==> config.mk <==
export PLATFORM = sky130hd
export DESIGN_NAME = hazard_stall_unit
export DESIGN_NICKNAME = d
export VERILOG_FILES = /design/src/rtl/mips_hazard_pkg.sv /design/src/rtl/md_latency_counter.sv /design/src/rtl/hazard_stall_unit.sv
export SDC_FILE = /design/constraint.sdc
export NUM_CORES = 1
export LEC_CHECK = 0
export BUFFER_PORTS_ARGS = -buffer_cell sky130_fd_sc_hd__buf_4
export CORE_AREA = 2 2 40 42
export DETAILED_ROUTE_END_ITERATION = 8
export DIE_AREA = 0 0 42 44
export PLACE_DENSITY = 0.74
export SETUP_SLACK_MARGIN = 0.3
export SYNTH_ARGS = -nofsm -noshare
export SYNTH_HDL_FRONTEND = slang
export SYNTH_SLANG_ARGS = --single-unit
==> constraint.sdc <==
create_clock -name clk_i -period 1.95 [get_ports clk_i]
set_input_delay 0 -clock clk_i [delete_from_list [all_inputs] [get_ports clk_i]]
set_output_delay 0 -clock clk_i [all_outputs]
set_load 0.05 [all_outputs]
==> src/rtl/mips_hazard_pkg.sv <==
// ---------------------------------------------------------------------------
// mips_hazard_pkg
// Shared types and constants for the pipeline hazard/stall unit.
//   md_state_e          : mult/div sequencing state (RUN, MD_WAIT)
//   MD_LATENCY_DEFAULT  : default number of cycles a mult/div occupies HI/LO
// ---------------------------------------------------------------------------
package mips_hazard_pkg;

   typedef enum logic {
      RUN     = 1'b0,
      MD_WAIT = 1'b1
   } md_state_e;

   localparam int MD_LATENCY_DEFAULT = 32;

endpackage

==> src/rtl/md_latency_counter.sv <==
// ---------------------------------------------------------------------------
// md_latency_counter
// Down-counter that times one mult/div operation.  Loading presets the count
// to MD_LATENCY-1 so that, together with the cycle in which the count reaches
// zero, the owning FSM spends exactly MD_LATENCY cycles waiting.
// Ports:
//   i_clk   : clock, rising edge
//   i_rst   : synchronous active-high reset, clears the count
//   i_load  : preset count to MD_LATENCY-1 (operation launched this cycle)
//   i_dec   : decrement by one while the operation is in flight
//   o_zero  : count is zero (last wait cycle, or idle)
// ---------------------------------------------------------------------------
module md_latency_counter #(
   parameter int MD_LATENCY = 32
) (
   input  logic i_clk,
   input  logic i_rst,
   input  logic i_load,
   input  logic i_dec,
   output logic o_zero
);

   localparam int CNT_W = $clog2(MD_LATENCY);
   localparam logic [CNT_W-1:0] LOAD_VAL = CNT_W'(MD_LATENCY - 1);

   logic [CNT_W-1:0] r_cnt;

   always_ff @(posedge i_clk) begin
      if (i_rst) begin
         r_cnt <= '0;
      end else if (i_load) begin
         r_cnt <= LOAD_VAL;
      end else if (i_dec && (r_cnt != '0)) begin
         // Saturate at zero so an idle counter never wraps.
         r_cnt <= r_cnt - 1'b1;
      end
   end

   assign o_zero = (r_cnt == '0);

endmodule

==> src/rtl/hazard_stall_unit.sv <==
// ---------------------------------------------------------------------------
// hazard_stall_unit
// Detects load-use and HI/LO (mult/div) hazards for the ID stage, handles
// taken-branch flushes, and sequences the multi-cycle mult/div unit.
// Ports:
//   clk_i, rst_i      : clock and synchronous active-high reset
//   ID_RS, ID_RT      : source register fields of the ID instruction
//   ID_MulDiv         : ID instruction is mult/multu/div/divu
//   ID_UsesHILO       : ID instruction is mfhi/mflo/mthi/mtlo
//   EX_MemRead, EX_RT : load in EX and its destination register
//   EX_BranchTaken    : branch/jump in EX resolved taken
//   PC_Write          : PC may update
//   IFID_Write        : IF/ID register may load
//   IFID_Flush        : IF/ID register loads a nop
//   IDEX_Flush        : ID/EX control fields zeroed (bubble)
//   MD_Start          : one-cycle launch pulse for the mult/div unit
//   MD_Busy           : mult/div unit occupied
// ---------------------------------------------------------------------------
module hazard_stall_unit
   import mips_hazard_pkg::*;
#(
   parameter int MD_LATENCY = MD_LATENCY_DEFAULT
) (
   input  logic       clk_i,
   input  logic       rst_i,
   input  logic [4:0] ID_RS,
   input  logic [4:0] ID_RT,
   input  logic       ID_MulDiv,
   input  logic       ID_UsesHILO,
   input  logic       EX_MemRead,
   input  logic [4:0] EX_RT,
   input  logic       EX_BranchTaken,
   output logic       PC_Write,
   output logic       IFID_Write,
   output logic       IFID_Flush,
   output logic       IDEX_Flush,
   output logic       MD_Start,
   output logic       MD_Busy
);

   md_state_e r_state;
   md_state_e w_next_state;
   logic      w_lu;
   logic      w_mh;
   logic      w_cnt_zero;

   // $zero is never a real dependency, so a load into it cannot stall.
   assign w_lu = EX_MemRead && (EX_RT != 5'd0) &&
                 ((EX_RT == ID_RS) || (EX_RT == ID_RT));

   assign w_mh = (r_state == MD_WAIT) && (ID_MulDiv || ID_UsesHILO);

   assign MD_Busy = (r_state == MD_WAIT);

   md_latency_counter #(
      .MD_LATENCY (MD_LATENCY)
   ) u_md_cnt (
      .i_clk  (clk_i),
      .i_rst  (rst_i),
      .i_load (MD_Start),
      .i_dec  (MD_Busy),
      .o_zero (w_cnt_zero)
   );

   always_ff @(posedge clk_i) begin
      if (rst_i) begin
         r_state <= RUN;
      end else begin
         r_state <= w_next_state;
      end
   end

   always_comb begin
      w_next_state = r_state;
      PC_Write     = 1'b1;
      IFID_Write   = 1'b1;
      IFID_Flush   = 1'b0;
      IDEX_Flush   = 1'b0;
      MD_Start     = 1'b0;

      // A taken branch kills the ID instruction, so any stall it would have
      // caused is moot; the front end keeps moving to the branch target.
      if (EX_BranchTaken) begin
         IFID_Flush = 1'b1;
         IDEX_Flush = 1'b1;
      end else if (w_lu || w_mh) begin
         PC_Write   = 1'b0;
         IFID_Write = 1'b0;
         IDEX_Flush = 1'b1;
      end

      case (r_state)
         RUN: begin
            if (ID_MulDiv && !w_lu && !EX_BranchTaken) begin
               MD_Start     = 1'b1;
               w_next_state = MD_WAIT;
            end
         end
         MD_WAIT: begin
            // An in-flight operation was issued ahead of any branch now in
            // EX, so only the counter ends the wait.
            if (w_cnt_zero) begin
               w_next_state = RUN;
            end
         end
         default: begin
            w_next_state = RUN;
         end
      endcase
   end

endmodule

==> metrics.log <==
INFO  metric floorplan_row_count = 14
INFO  metric track_usage = 18.3%
INFO  metric clock_insertion_delay_worst_skew = 0.26 ns
INFO  metric layout.nets = 133
INFO  metric synth_top_cells_by_area = dfxtp_1, xnor2_1, a21oi_1
INFO  metric critical_path.startpoint = u_md_cnt.r_cnt[0]
INFO  metric worst_slew_margin_rel = 49.2%
INFO  metric hold_path_depth = 3
INFO  metric routed_wl = roughly 1600 um
INFO  metric firstDrtPassIters = 4
INFO  metric synth_fp_nets = 98
INFO  metric critical_path.reg2reg.endpoint = u_md_cnt.r_cnt[2]
INFO  metric port_buffers = 26
INFO  metric worst_hold_path.endpoint = u_md_cnt.r_cnt[2]
INFO  metric r2r-start = u_md_cnt.r_cnt[0]
INFO  metric root_buffer = clkbuf_4
INFO  metric p_leak = 0.404 nW
INFO  metric detail-route-antenna-nets = 0
INFO  metric dp.final_hpwl = 1180 um
INFO  metric cts_num_sinks = 6
INFO  metric detail_route.wl_per_cell = 13.0 um
INFO  metric die_width = 42 um
INFO  metric number_of_top_level_design_ports = 27
INFO  metric grt_start_max_net_pins = 15
INFO  metric ys_warn_count = 0
INFO  metric critical_path_required = between 2 and 2.5 ns
INFO  metric timing_worst_setup_path_type = register to register
INFO  metric cp.arrival = roughly 1.8 ns
INFO  metric final_min_period = approximately 1.7 ns
INFO  metric grt_overflow = 0
INFO  metric insertedDiodeCount = 0
INFO  metric antenna_found_initial = 0
INFO  metric htree_levels = 1
INFO  metric setup_violations = 0
INFO  metric finClkSkew = 0.0117 ns
INFO  metric worst-slew-pin-transition = 0.760 ns
INFO  metric yosys_register_bits = 6
INFO  metric worst_setup_end_kind = register
INFO  metric fp.coreArea = approximately 1400 um^2
INFO  metric r2r_cells = 6
INFO  metric cts_inserted_buffers = 3
INFO  metric cp_cell_sequence = inv_2 -> ha_4 -> or4b_4 -> and3_4 -> a221oi_2 -> o31ai_1
INFO  metric routed-via-count = around 660
INFO  metric drt_drc_violations_left = 0
INFO  metric die_h = approximately 44 um
INFO  metric syn2layout_area_growth = 54.7%
INFO  metric grt_first_pass_wirelength = roughly 2500 um
INFO  metric status = completed
INFO  metric post_cts_clock_slew_at_the_launch_and_capture_registers_of_the_worst_setup_and_hold_paths = about 0.050 ns
INFO  metric yosysTopAreaCell = dfxtp_1
INFO  metric syn-instance-count = 75
INFO  metric drive_gt1_share = 52.3%
INFO  metric synth.yosys.seq_area_share = 20.0%
INFO  metric rsz0062_at_grt = yes
INFO  metric rrSetupSlack = just under 0.3 ns
INFO  metric irDropWorstVdd = between 0.2 and 0.3 mV
INFO  metric die-area = 1850 um^2
INFO  metric first_global_vias = 637
INFO  metric finalHoldViolations = 0
INFO  metric starting_utilization_of_the_core_area = 42.4%
INFO  metric hold_path_class = input pin to register
INFO  metric maximum_fanout_along_the_worst_path = 6
INFO  metric cts_tree = done
INFO  metric syn_area = 602 um^2
INFO  metric finalCoreUtilization = around two thirds
INFO  metric crit_path_max_incr_delay = 0.50 ns
INFO  metric cap_viol_max_count = 0
INFO  metric clock_tree.buffer_depth = 2
INFO  metric drt_iter0_markers = 15
INFO  metric gp_congestion = 0.782
INFO  metric timing.final.crit_share = 84.7%
INFO  metric setup_tns = 0 ns
INFO  metric post_drt_via_cell_ratio = 5.24
INFO  metric cp_top_family = simple AND/OR/NAND/NOR gates
INFO  metric timing.critical_path.slowest_stage_cell = or4b_4
INFO  metric slew_viol_final = 0
INFO  metric cp.buffers_inverters = 1
INFO  metric power_per_cell_area = 597 nW/um^2
INFO  metric critical_path.startpoint_type = register
INFO  metric highest_clock_rate = 0.605 GHz
INFO  metric postSynthAreaPerCell = 8.02 um^2
INFO  metric timing.hold.worst.start = EX_BranchTaken
INFO  metric yosys.cell_types.count = 35
INFO  metric synth.top_cell.area_share = 20.0%
[area by class of cell]
cell class,instances,area (um^2)
clock buffers,4,26.3
fillers,123,488
inverters,6,22.5
multi-input cells,59,479
flip-flops and latches,6,125
well taps,16,20.0
repair buffers,34,258
[cell families (layout without fill, tap and decap cells)]
logic type / after synthesis / in the layout / synth area share [%]
flip-flops: 6 / 6 / 20.0
buffers and inverters: 10 / 44 / 7.69
adder cells (fa/ha/maj): 2 / 2 / 4.16
XOR/XNOR: 10 / 10 / 14.6
AO/OA/AOI/OAI: 21 / 21 / 25.4
multiplexers: 1 / 1 / 1.87
AND/OR/NAND/NOR: 25 / 25 / 26.4
[flip-flops by register name, indices dropped and copies added (netlist names)]
register,flops
u_md_cnt.r_cnt,5
MD_Busy,1
[per-stage QoR]
stage               power (mW)  area, um^2  instances  worst slack [ns]  hold WS (ns)
global placement         0.385         830        114             0.321         0.213
detailed placement       0.391         830        114             0.292         0.212
global route             0.594         931        125             0.258         0.136
finish                   0.555         931        125             0.298         0.112
CTS                      0.529         873        120             0.306         0.112
floorplan                0.325         637         75             0.290        0.0624
[synthesized netlist by cell type (all sizes together)]
cell,n
nand2,3
nor3,4
xnor2,10
o21ai,2
and3,2
or4b,2
and3b,1
clkbuf,1
or3b,1
mux2,1
nor2,5
and2,1
or4,1
ha,2
a21oi,8
a211oi,1
a22oi,1
a221oi,1
a311oi,1
dfxtp,6
o31ai,4
a211o,1
nand3,2
nor2b,1
nor3b,1
buf,3
inv,6
o22ai,1
and4bb,1
o21a,1
[layout by cell type (no fill, tap or decap), types with 2 or more instances in the layout]
cell type | netlist | layout
buf_4 | 2 | 33
xnor2_1 | 10 | 10
a21oi_1 | 8 | 6
nor2_1 | 5 | 5
dfxtp_1 | 6 | 4
inv_2 | 1 | 3
nand2_1 | 3 | 3
inv_1 | 5 | 3
o31ai_1 | 4 | 3
clkbuf_4 | 0 | 3
nand3_1 | 2 | 2
a21oi_2 | 0 | 2
nor3_2 | 0 | 2
nor3_1 | 4 | 2
[worst register-to-register path, delay by kind of cell (launching register included)]
kind / cells / cell delay, ns
flip-flops: 1 / 0.32
buffers and inverters: 1 / 0.08
AND/OR/NAND/NOR: 2 / 0.70
adder cells (fa/ha/maj): 1 / 0.13
AO/OA/AOI/OAI: 2 / 0.30
[worst max path at each step]
stage	end	slack [ns]	cells after the start
after CTS	u_md_cnt.r_cnt[0]	0.31	6
after global placement	u_md_cnt.r_cnt[2]	0.32	6
final	u_md_cnt.r_cnt[2]	0.30	6
after floorplan	u_md_cnt.r_cnt[2]	0.29	7
after detailed placement	u_md_cnt.r_cnt[2]	0.29	6
after global routing	u_md_cnt.r_cnt[2]	0.26	6
[layer usage]
layer / vias to the layer above / global-route usage (%) / routed length [um]
met4: 0 / 5.81 / 10
met1: 287 / 18.5 / 630
met5: - / 0 / 0
met2: 24 / 35.9 / 899
li1: 340 / - / -
met3: 4 / 5.00 / 88
[power by group]
| part | internal [mW] | switching, mW |
|---|---|---|
| combinational | 0.134 | 0.135 |
| clock | 0.0779 | 0.0520 |
| sequential | 0.139 | 0.0173 |
[repair_timing]
action | in CTS | in global routing
pin swaps | 1 | 0
buffers inserted | 1 | 5
hold buffers | 1 | 0
endpoints found under the hold margin | 2 | 0
gates resized for setup | 0 | 6
setup endpoints to repair | 2 | 5
Note: power is estimated with default switching activity, not from simulation.
